$ cat src/rtl/othello_pkg.sv
// Shared types for the Othello flip-mask datapath: board words, line directions, sequencer states.
package othello_pkg;

  typedef logic [63:0] board_t;

  typedef enum logic [1:0] {DIR_ROW, DIR_COL, DIR_DIAG, DIR_ANTI} dir_e;

  typedef enum logic [1:0] {IDLE, ISSUE, DRAIN, DONE} seq_state_e;

  function automatic logic [6:0] popcount64(input board_t b);
    logic [6:0] c;
    c = '0;
    for (int i = 0; i < 64; i++) c = c + {6'd0, b[i]};
    return c;
  endfunction

endpackage

$ cat src/rtl/board_line_mux.sv
// Board <-> line mapping for one direction: extracts player/opponent lines around pos and scatters a line
// result back to a 64-bit mask. Purely combinational; off-board line bits read 0 and are dropped on scatter.
module board_line_mux
  import othello_pkg::*;
(
  input  board_t     board_p,
  input  board_t     board_o,
  input  logic [5:0] pos,
  input  dir_e       dir,
  input  logic [7:0] line,
  output logic [7:0] line_p,
  output logic [7:0] line_o,
  output logic [2:0] line_pos,
  output board_t     mask
);

  int rk;
  int fl;
  int sq;

  always_comb begin
    line_p   = '0;
    line_o   = '0;
    mask     = '0;
    line_pos = (dir == DIR_COL) ? pos[5:3] : pos[2:0];
    rk       = 0;
    fl       = 0;
    sq       = 0;
    for (int i = 0; i < 8; i++) begin
      case (dir)
        DIR_ROW:  begin rk = int'(pos[5:3]);                   fl = i;              end
        DIR_COL:  begin rk = i;                                fl = int'(pos[2:0]); end
        DIR_DIAG: begin rk = int'(pos[5:3]) - int'(pos[2:0]) + i; fl = i;           end
        default:  begin rk = int'(pos[5:3]) + int'(pos[2:0]) - i; fl = i;           end
      endcase
      if (rk >= 0 && rk < 8) begin
        sq             = rk * 8 + fl;
        line_p[i]      = board_p[sq[5:0]];
        line_o[i]      = board_o[sq[5:0]];
        mask[sq[5:0]]  = line[i];
      end
    end
  end

endmodule

$ cat src/rtl/flip8.sv
// Single-line Othello flip unit: stones flipped along one 8-square line, both directions from line_pos.
// Latency LAT cycles, fully pipelined, no stall; validity is tracked by the caller.
module flip8 #(
  parameter int LAT = 2
) (
  input  logic       clock,
  input  logic [7:0] line_player,
  input  logic [7:0] line_opponent,
  input  logic [2:0] line_pos,
  output logic [7:0] flip
);

  logic [7:0] res;
  logic [7:0] run;
  logic       hit;
  logic       stop;
  int         idx;

  // A run of opponent stones counts only if it is capped by a player stone on the line.
  always_comb begin
    res  = '0;
    idx  = 0;
    run  = '0;
    hit  = 1'b0;
    stop = 1'b0;
    for (int k = 1; k < 8; k++) begin
      idx = int'(line_pos) + k;
      if (!stop && idx < 8) begin
        if (line_opponent[idx[2:0]]) run[idx[2:0]] = 1'b1;
        else begin
          stop = 1'b1;
          hit  = line_player[idx[2:0]];
        end
      end
    end
    if (hit) res = res | run;

    run  = '0;
    hit  = 1'b0;
    stop = 1'b0;
    for (int k = 1; k < 8; k++) begin
      idx = int'(line_pos) - k;
      if (!stop && idx >= 0) begin
        if (line_opponent[idx[2:0]]) run[idx[2:0]] = 1'b1;
        else begin
          stop = 1'b1;
          hit  = line_player[idx[2:0]];
        end
      end
    end
    if (hit) res = res | run;
  end

  logic [7:0] stage [LAT];

  always_ff @(posedge clock) begin
    stage[0] <= res;
    for (int i = 1; i < LAT; i++) stage[i] <= stage[i-1];
  end

  assign flip = stage[LAT-1];

endmodule

$ cat src/rtl/flip_board_sequencer.sv
// Full-board flip mask for one move by running row/col/diag/anti lines through one shared flip8.
// Latency 4+FLIP_LAT+1 accept-to-out_valid; one request in flight; FLIP_SEQ_COUNT_EN adds flip_count.
module flip_board_sequencer
  import othello_pkg::*;
#(
  parameter int FLIP_LAT = 2
) (
  input  logic       clock,
  input  logic       reset,
  input  logic       in_valid,
  output logic       in_ready,
  input  board_t     player,
  input  board_t     opponent,
  input  logic [5:0] pos,
  output logic       out_valid,
  input  logic       out_ready,
  output board_t     flip
`ifdef FLIP_SEQ_COUNT_EN
  ,
  output logic [6:0] flip_count
`endif
);

  seq_state_e          state;
  board_t              p_q;
  board_t              o_q;
  board_t              acc;
  logic [5:0]          pos_q;
  dir_e                dir_cnt;
  logic [FLIP_LAT-1:0] tag_vld;
  dir_e                tag_dir [FLIP_LAT];

  logic [7:0] ext_p;
  logic [7:0] ext_o;
  logic [2:0] ext_pos;
  logic [7:0] flip8_res;
  board_t     sc_mask;
  board_t     unused_ext_mask;
  logic [7:0] unused_sc_line_p;
  logic [7:0] unused_sc_line_o;
  logic [2:0] unused_sc_line_pos;

  board_line_mux u_extract (
    .board_p (p_q),
    .board_o (o_q),
    .pos     (pos_q),
    .dir     (dir_cnt),
    .line    (8'h00),
    .line_p  (ext_p),
    .line_o  (ext_o),
    .line_pos(ext_pos),
    .mask    (unused_ext_mask)
  );

  flip8 #(.LAT(FLIP_LAT)) u_flip8 (
    .clock        (clock),
    .line_player  (ext_p),
    .line_opponent(ext_o),
    .line_pos     (ext_pos),
    .flip         (flip8_res)
  );

  board_line_mux u_scatter (
    .board_p ('0),
    .board_o ('0),
    .pos     (pos_q),
    .dir     (tag_dir[FLIP_LAT-1]),
    .line    (flip8_res),
    .line_p  (unused_sc_line_p),
    .line_o  (unused_sc_line_o),
    .line_pos(unused_sc_line_pos),
    .mask    (sc_mask)
  );

  // Tags shadow the flip8 pipeline; clearing them on reset discards in-flight results.
  always_ff @(posedge clock) begin
    if (reset) tag_vld <= '0;
    else begin
      tag_vld[0] <= (state == ISSUE);
      for (int i = 1; i < FLIP_LAT; i++) tag_vld[i] <= tag_vld[i-1];
    end
  end

  always_ff @(posedge clock) begin
    tag_dir[0] <= dir_cnt;
    for (int i = 1; i < FLIP_LAT; i++) tag_dir[i] <= tag_dir[i-1];
  end

  always_ff @(posedge clock) begin
    if (reset) begin
      state     <= IDLE;
      in_ready  <= 1'b1;
      out_valid <= 1'b0;
      flip      <= '0;
      acc       <= '0;
      p_q       <= '0;
      o_q       <= '0;
      pos_q     <= '0;
      dir_cnt   <= DIR_ROW;
`ifdef FLIP_SEQ_COUNT_EN
      flip_count <= '0;
`endif
    end else begin
      if (tag_vld[FLIP_LAT-1]) acc <= acc | sc_mask;
      case (state)
        IDLE: begin
          if (in_valid && in_ready) begin
            p_q      <= player;
            o_q      <= opponent;
            pos_q    <= pos;
            acc      <= '0;
            dir_cnt  <= DIR_ROW;
            in_ready <= 1'b0;
            state    <= ISSUE;
          end
        end
        ISSUE: begin
          dir_cnt <= dir_e'(dir_cnt + 2'd1);
          if (dir_cnt == DIR_ANTI) state <= DRAIN;
        end
        DRAIN: begin
          if (tag_vld == '0) begin
            flip      <= acc;
            out_valid <= 1'b1;
            state     <= DONE;
`ifdef FLIP_SEQ_COUNT_EN
            flip_count <= popcount64(acc);
`endif
          end
        end
        default: begin
          if (out_ready) begin
            out_valid <= 1'b0;
            in_ready  <= 1'b1;
            state     <= IDLE;
          end
        end
      endcase
    end
  end

endmodule

$ cat config.mk
export PLATFORM = sky130hd
export DESIGN_NAME = flip_board_sequencer
export DESIGN_NICKNAME = d
export VERILOG_FILES = /design/src/rtl/othello_pkg.sv /design/src/rtl/board_line_mux.sv /design/src/rtl/flip8.sv /design/src/rtl/flip_board_sequencer.sv
export SDC_FILE = /design/constraint.sdc
export NUM_CORES = 1
export LEC_CHECK = 0
export ABC_AREA = 1
export BUFFER_PORTS_ARGS = -buffer_cell sky130_fd_sc_hd__clkbuf_2
export CAP_MARGIN = 20
export CELL_PAD_IN_SITES_DETAIL_PLACEMENT = 1
export CELL_PAD_IN_SITES_GLOBAL_PLACEMENT = 2
export CORE_AREA = 2 2 246 248
export CTS_BUF_LIST = sky130_fd_sc_hd__clkbuf_2 sky130_fd_sc_hd__clkbuf_4 sky130_fd_sc_hd__clkbuf_8
export DETAILED_ROUTE_END_ITERATION = 6
export DIE_AREA = 0 0 248 250
export HOLD_SLACK_MARGIN = 0.03
export PLACE_DENSITY = 0.91
export SYNTH_ARGS = -nofsm -noshare
export SYNTH_HDL_FRONTEND = slang
export SYNTH_SLANG_ARGS = --single-unit
$ cat constraint.sdc
create_clock -name clock -period 4.9 [get_ports clock]
set_clock_uncertainty 0.15 [all_clocks]
set_input_delay 0.49 -clock clock [delete_from_list [all_inputs] [get_ports clock]]
set_output_delay 0.49 -clock clock [all_outputs]
set_load 0.01 [all_outputs]
==> results.cfg, run 1 <==
[power]
pwr-share-seq_pct = 19.4
p_clk_share_pct = 14.4
p_int_mw = 7.85
power.density_mw_per_mm2 = 711
p_leak_nw = 10.1
p_sw_share_pct = 53.7
total_power_mw = 17.0
p_sw_mw = 9.12
pwr-share-comb_pct = 66.2
irDropWorstVdd_mv = 0.579

[placement]
numPortBuffers = 203
placedCellCount = 3946
place_hpwl_um = 58500
globalplace.congestion = 0.974
post-place-ws_ns = 0.0138

[sta]
min_period_ns = 4.64
slew_headroom_pct = 46.4
layout_setup_ws_ns = 0.258
hold_viol = 0
slew_viol_final = 0
worst_slew_pin_slew_ns = 0.797
setup_violations = 0
fin_crit_sh_pct = 94.7
fmax_ghz = 0.215

[cells_and_area]
layout.cells.non_filler = 4165
post-route-util_pct = 40.1
drive_gt1_share_pct = 15.6
layout.nets = 3530
fillers = 7784
syn_to_final_growth_pct = 22.9

[logic_synthesis]
syn-mean-instance-area_um2 = 6.37
synth_top_area_share_pct = 29.9
syn_inst = 3048
syn_area_mm2 = 0.0194
synth_warnings = 0
yosys.area.top_type = dfxtp_1
ys_ff_latch = 290
synth_fp_nets = 3234
synthTopCellsByArea = dfxtp_1 (30%), nand3_1 (15%), nand2_1 (8.4%)
yosysSeqAreaShare_pct = 29.9
ys_types = 56

[floorplan]
start_util_pct = 32.6
dieArea_mm2 = 0.0620
dieWidth_um = 248
core_area_mm2 = 0.0596
rows = 90
boundaryPins = 204
die_h_um = 250

[detailed_routing]
drt_wl_total_um = 80300
drc = 0
detailedRoute.firstPassIterationCount = 6
num_vias = 22772
ant_nets = 0
drt-initial-drc-count = 1523
post_drt_wl_per_cell_um = 19.3
viasPerCell = 5.47

[setup_path]
ff2ff_setup_slack_ns = 0.26
reg2reg_from = pos_q[3]$_SDFFE_PP0P_
path_buf_inv = 6
regToRegEndpoint = u_flip8.stage[0][7]$_DFF_P_
cp_slowest_stage_delay_ns = 0.54
cp_max_fo = 9
worstPathArrival_ns = 5.05
worst_setup_path_start_kind = flip-flop
reg2reg_depth = 25
crit_path_end_kind = flip-flop
crit_family = simple AND/OR/NAND/NOR gates
crit_slowest_cell = fa_1
crit_top_cell = nand3_1
startpoint = pos_q[3]$_SDFFE_PP0P_
crit_type = reg2reg
worstPathRequired_ns = 5.31

[cts]
clock_latency_ns = 0.65
clk_pin_slew_worst_paths_ns = 0.06
cts_tree = yes
clock_path_buffers = 3
h-tree-depth = 2
root_buffer = clkbuf_8
clock-sinks = 290
cts_inserted_buffers = 49

[worst_hold_path]
min_delay_path_depth = 3
hp-class = in2reg
hp-start = opponent[58]
holdPathEnd = o_q[58]$_SDFFE_PP0P_

[status]
outcome = finished clean

[global_routing]
grt_pass1_wl_um = 127000
grt_overflow = 0
grt_usage_pct = 25.4
grt_max_degree = 110
antenna_found_initial = 1
grt_pass1_vias = 23143

[run]
drv_cap = 0
## state kept, by name, summed over array words and instances (netlist names)
signal,flops
acc,64
dir_cnt,2
flip,64
in_ready,1
o_q,64
out_valid,1
p_q,64
pos_q,6
state,2
tag_dir,4
tag_vld,2
u_flip8.stage,16
## worst max-delay path by stage
stage	depth (start not counted)	end
after floorplan	23	u_flip8.stage[0][0]$_DFF_P_
after global placement	25	u_flip8.stage[0][7]$_DFF_P_
after detailed placement	25	u_flip8.stage[0][6]$_DFF_P_
after CTS	23	u_flip8.stage[0][7]$_DFF_P_
after global routing	27	u_flip8.stage[0][7]$_DFF_P_
final	25	u_flip8.stage[0][7]$_DFF_P_
## cells in the mapped netlist (all sizes together)
| cell type | count |
|---|---|
| nand3 | 607 |
| nand2 | 449 |
| nor2 | 371 |
| o21ai | 302 |
| dfxtp | 290 |
| inv | 278 |
| a21oi | 203 |
| clkbuf | 108 |
| o211ai | 93 |
| buf | 85 |
| nand4 | 54 |
| ha | 46 |
| nor3 | 34 |
| or2 | 23 |
| o22ai | 18 |
| a31oi | 17 |
| nand3b | 10 |
| a32o | 8 |
| nor4 | 8 |
| o41ai | 8 |
| o32ai | 5 |
| and2 | 4 |
| clkinv | 4 |
| xor2 | 4 |
| a22oi | 3 |
| a211oi | 2 |
| a221oi | 2 |
| fa | 2 |
| o21a | 2 |
| o21bai | 2 |
| a21boi | 1 |
| o2111ai | 1 |
| o221ai | 1 |
| o22a | 1 |
| o2bb2ai | 1 |
| o31ai | 1 |
## tightest hold or removal path: stages
cell and delay (ns):
clkbuf_2 0.08, o21ai_0 0.10, a21oi_1 0.13
## per-layer routing
layer	wire, µm	global-route usage (%)
met1	36200	33.9
met2	37200	41.8
met3	4140	2.98
met4	2780	9.22
met5	0	0
## area by class of cell
class / count / area, µm² / area share [%]
diodes: 2 / 5.00 / 0.0210
clock buffers: 79 / 968 / 4.06
clock inverters: 9 / 141 / 0.592
inverters: 282 / 1080 / 4.51
multi-input cells: 2283 / 11700 / 49.2
flip-flops and latches: 290 / 5810 / 24.3
well taps: 782 / 978 / 4.10
repair buffers: 437 / 3150 / 13.2
repair inverters: 1 / 5.00 / 0.0210
## cell usage in the layout (no fill, tap or decap), types with 18 or more instances in the layout
| master | instances |
|---|---|
| dlygate4sd3_1 | 119 |
| clkbuf_4 | 19 |
| inv_1 | 248 |
| o21ai_0 | 267 |
| dfxtp_1 | 286 |
| nand3_1 | 592 |
| clkbuf_8 | 60 |
| o211ai_1 | 88 |
| nand4_1 | 53 |
| nand2_1 | 434 |
| buf_4 | 108 |
| inv_2 | 25 |
| clkbuf_2 | 203 |
| a21oi_1 | 196 |
| ha_1 | 39 |
| nor2_1 | 361 |
| o22ai_1 | 18 |
| o21ai_1 | 27 |
| nor3_1 | 33 |
## through the flow
stage          hold slack, ns  TNS [ns]  instance area (µm²)
6_report               0.0428         0                23900
4_1_cts                0.0306         0                23700
3_3_place_gp            0.161         0                21400
5_1_grt                0.0547   -0.0164                23900
2_1_floorplan           0.160         0                19400
3_5_place_dp            0.165         0                21400
## power groups by stage
stage,registers (mW),logic [mW],clock network [mW]
2_1_floorplan,3.29,6.87,0
3_3_place_gp,3.31,10.6,0
3_5_place_dp,3.33,10.7,0
4_1_cts,3.29,10.8,2.52
5_1_grt,3.35,12.3,2.62
6_report,3.29,11.2,2.45
## cells by family (layout without fill, tap and decap cells)
family / after synthesis / in the layout / synth area share, %
other cells: 0 / 2 / 0
flops: 290 / 290 / 29.9
xor+xnor: 4 / 4 / 0.180
simple gates: 1560 / 1560 / 36.4
buf+inv: 475 / 808 / 10.3
compound gates: 671 / 671 / 20.0
fa+ha+maj: 48 / 48 / 3.17
## repair_timing
| item | in CTS | in global routing |
|---|---|---|
| hold buffers | 119 | 0 |
| pin swaps | 0 | 5 |
| gates cloned | 0 | 1 |
| setup endpoints to repair | 8 | 11 |
| endpoints found under the hold margin | 123 | 0 |
| setup buffers | 0 | 9 |
| gates resized for setup | 1 | 26 |
No activity file was read; power rests on OpenSTA's default activity.
==> run 2: changes to the inputs <==
--- a/config.mk
+++ b/config.mk
@@ -5,7 +5,7 @@
 export SDC_FILE = /design/constraint.sdc
 export NUM_CORES = 1
 export LEC_CHECK = 0
-export ABC_AREA = 1
+export ABC_AREA = 0
 export BUFFER_PORTS_ARGS = -buffer_cell sky130_fd_sc_hd__clkbuf_2
 export CAP_MARGIN = 20
 export CELL_PAD_IN_SITES_DETAIL_PLACEMENT = 1
@@ -15,7 +15,7 @@
 export DETAILED_ROUTE_END_ITERATION = 6
 export DIE_AREA = 0 0 248 250
 export HOLD_SLACK_MARGIN = 0.03
-export PLACE_DENSITY = 0.91
+export PLACE_DENSITY = 0.93
 export SYNTH_ARGS = -nofsm -noshare
 export SYNTH_HDL_FRONTEND = slang
 export SYNTH_SLANG_ARGS = --single-unit
==> run 2 against run 1 <==
Compared with the run above: the run now ends with setup timing left; sequential power is 5% lower; clock power hardly changed; sequential share of layout area is 4.3 points lower; critical path type unchanged.
==> results.cfg, run 2 <==
[power]
p_leak_nw = 11.2
pwr-share-seq_pct = 18.2
power.density_mw_per_mm2 = 591
total_power_mw = 17.2
pwr-share-comb_pct = 67.5
p_sw_share_pct = 48.7
irDropWorstVdd_mv = 0.369
p_int_mw = 8.80
p_clk_share_pct = 14.3
p_sw_mw = 8.35

[cells_and_area]
layout.nets = 3708
fillers = 7353
final_area_mm2 = 0.0290
syn_to_final_growth_pct = 37.2
final_common_cell = nand2_1
layout.cells.non_filler = 4347
drive_gt1_share_pct = 28.2
final_cell_mix = nand2_1 (581), buf_4 (443), a21oi_1 (390)
post-route-util_pct = 48.8

[worst_hold_path]
min_delay_path_depth = 2
hp-class = in2reg
hp-start = reset

[setup_path]
path_cells = buf_4, buf_16, mux2i_1, buf_4, and2_1, o311ai_1, o211ai_1, buf_4, o211ai_1, nand3_1, buf_4, o22a_1, o211a_4, a22oi_4, o211ai_4, buf_4, nor4_4, a22oi_1, o221a_1, o22ai_1
crit_slowest_cell = o311ai_1
reg2reg_from = pos_q[0]$_SDFFE_PP0P_
crit_top_cell = buf_4
crit_type = reg2reg
reg2reg_depth = 20
cp_max_fo = 50
crit_path_end_kind = flip-flop
cp_slowest_stage_delay_ns = 0.68
worst_setup_path_start_kind = flip-flop
worstPathRequired_ns = 5.31
worstPathArrival_ns = 5.54
startpoint = pos_q[0]$_SDFFE_PP0P_

[detailed_routing]
drt-initial-drc-count = 2023
detailedRoute.firstPassIterationCount = 6
num_vias = 26252
viasPerCell = 6.04
post_drt_wl_per_cell_um = 24.7
drc = 0
drt_wl_total_um = 108000
ant_nets = 0

[logic_synthesis]
synth_edf_count = 0
syn-mean-instance-area_um2 = 7.28
syn_area_mm2 = 0.0212
yosysSeqAreaShare_pct = 27.4
synthTopCellsByCount = nand2_1 (589), a21oi_1 (395), dfxtp_1 (290)
yosys.area.top_type = dfxtp_1
ys_ff_latch = 290
synth_fp_nets = 3095
synth_top_area_share_pct = 27.4
synthTopCellsByArea = dfxtp_1 (27%), nand2_1 (10%), a21oi_1 (9.3%)
synth_warnings = 0
syn_inst = 2909
synth_most_common_cell = nand2_1
synth_top_flop_cell = dfxtp_1
ys_types = 125
synth-async-reset-ratio_pct = 0

[sta]
fin_setup_tns_ns = -1.69
worst_slew_pin_slew_ns = 0.963
fin_crit_sh_pct = 105
rsz0062_at_grt = true
hold_viol = 0
layout_setup_ws_ns = -0.226
holdWs_ns = 0.0677
slew_viol_final = 0
min_period_ns = 5.13
setup_violations = 8
fmax_ghz = 0.195
slew_headroom_pct = 35.3

[floorplan]
die_h_um = 250
rows = 90
dieWidth_um = 248
dieArea_mm2 = 0.0620
boundaryPins = 204
core_area_mm2 = 0.0596
start_util_pct = 35.5

[cts]
cts_inserted_buffers = 51
clock_latency_ns = 0.67
h-tree-depth = 2
root_buffer = clkbuf_8
clock_path_buffers = 3
cts_tree = yes
clk_pin_slew_worst_paths_ns = 0.07
clock-sinks = 290

[global_routing]
grt_pass1_vias = 27385
grt_max_degree = 136
grt_overflow = 0
grt_pass1_wl_um = 163000
grt_usage_pct = 33.5
antenna_found_initial = 7

[placement]
globalplace.congestion = 1.00
place_hpwl_um = 78300
numPortBuffers = 203
placedCellCount = 4076
post-place-ws_ns = -0.751
placed_cell_area_mm2 = 0.0255

[status]
outcome = finished, violations left
failed_checks = setup timing

[run]
drv_cap = 0
## run 2: cell types whose count changed after synthesis, moves of 35 or more
cell	before	now
a211oi_1	0	51
a21oi_1	198	395
inv_1	252	53
mux2i_1	0	62
nand2_1	436	589
nand2b_1	0	35
nand3_1	592	46
nand4_1	53	9
nor2_1	366	218
nor2b_1	0	42
o211ai_1	88	51
o21ai_0	267	107
o22ai_1	18	54
## run 2: area by class of cell
cell class | count | area, µm² | area share (%)
Clock inverter | 12 | 129 | 0.444
Timing Repair Buffer | 806 | 6100 | 21.0
Multi-Input combinational cell | 2315 | 14800 | 50.9
Clock buffer | 77 | 985 | 3.39
Tap cell | 782 | 978 | 3.37
Inverter | 58 | 233 | 0.801
Antenna cell | 7 | 17.5 | 0.0603
Sequential cell | 290 | 5820 | 20.0
## run 2: path summary, 6_finish.rpt
| kind | end | slack (ns) |
|---|---|---|
| setup / recovery | u_flip8.stage[0][2]$_DFF_P_ | -0.23 |
| hold / removal | o_q[6]$_SDFFE_PP0P_ | 0.07 |
| hold reg to reg | u_flip8.stage[0][14]$_DFF_P_ | 0.19 |
| setup reg to reg | u_flip8.stage[0][2]$_DFF_P_ | -0.23 |
## run 2: kinds of logic after synthesis
group                      share of synthesized area [%]
DFF                                                 27.4
AOI/OAI and AO/OA                                   33.2
muxes                                               4.74
xor gates and xnor gates                           0.822
adders and majority gates                           2.91
buffers and inverters                               6.64
and+or+nand+nor                                     24.2
## run 2: timing repair
item | 4_1_cts | 5_1_grt
hold buffers | 137 | 0
pin swaps | 32 | 30
gates resized for setup | 78 | 71
cloned | 0 | 1
endpoints found under the setup margin | 8 | 8
setup buffers | 19 | 16
endpoints found under the hold margin | 133 | 0
## run 2: routing by layer
layer  part of all wire, %  global-route usage (%)  vias up
li1                      -                       -    11853
met3                   5.9                    4.84      422
met1                    39                    39.4    12783
met5                     0                       0        -
met2                    48                    58.0     1194
met4                   6.6                    18.8        0
## run 2: critical path: cells and delay by family, from the launching register on
| family | cells | cell delay (ns) |
|---|---|---|
| buffers and inverters | 6 | 1.24 |
| DFF | 1 | 0.39 |
| and+or+nand+nor | 3 | 0.69 |
| AOI/OAI and AO/OA | 10 | 2.32 |
| muxes | 1 | 0.17 |
## run 2: power by group through the flow
stage	clock network [mW]	logic (mW)	registers, mW
final	2.45	11.6	3.12
after global routing	2.60	12.2	3.15
after CTS	2.49	10.9	3.09
after detailed placement	0	10.1	3.14
after global placement	0	9.94	3.11
after floorplan	0	5.73	2.94
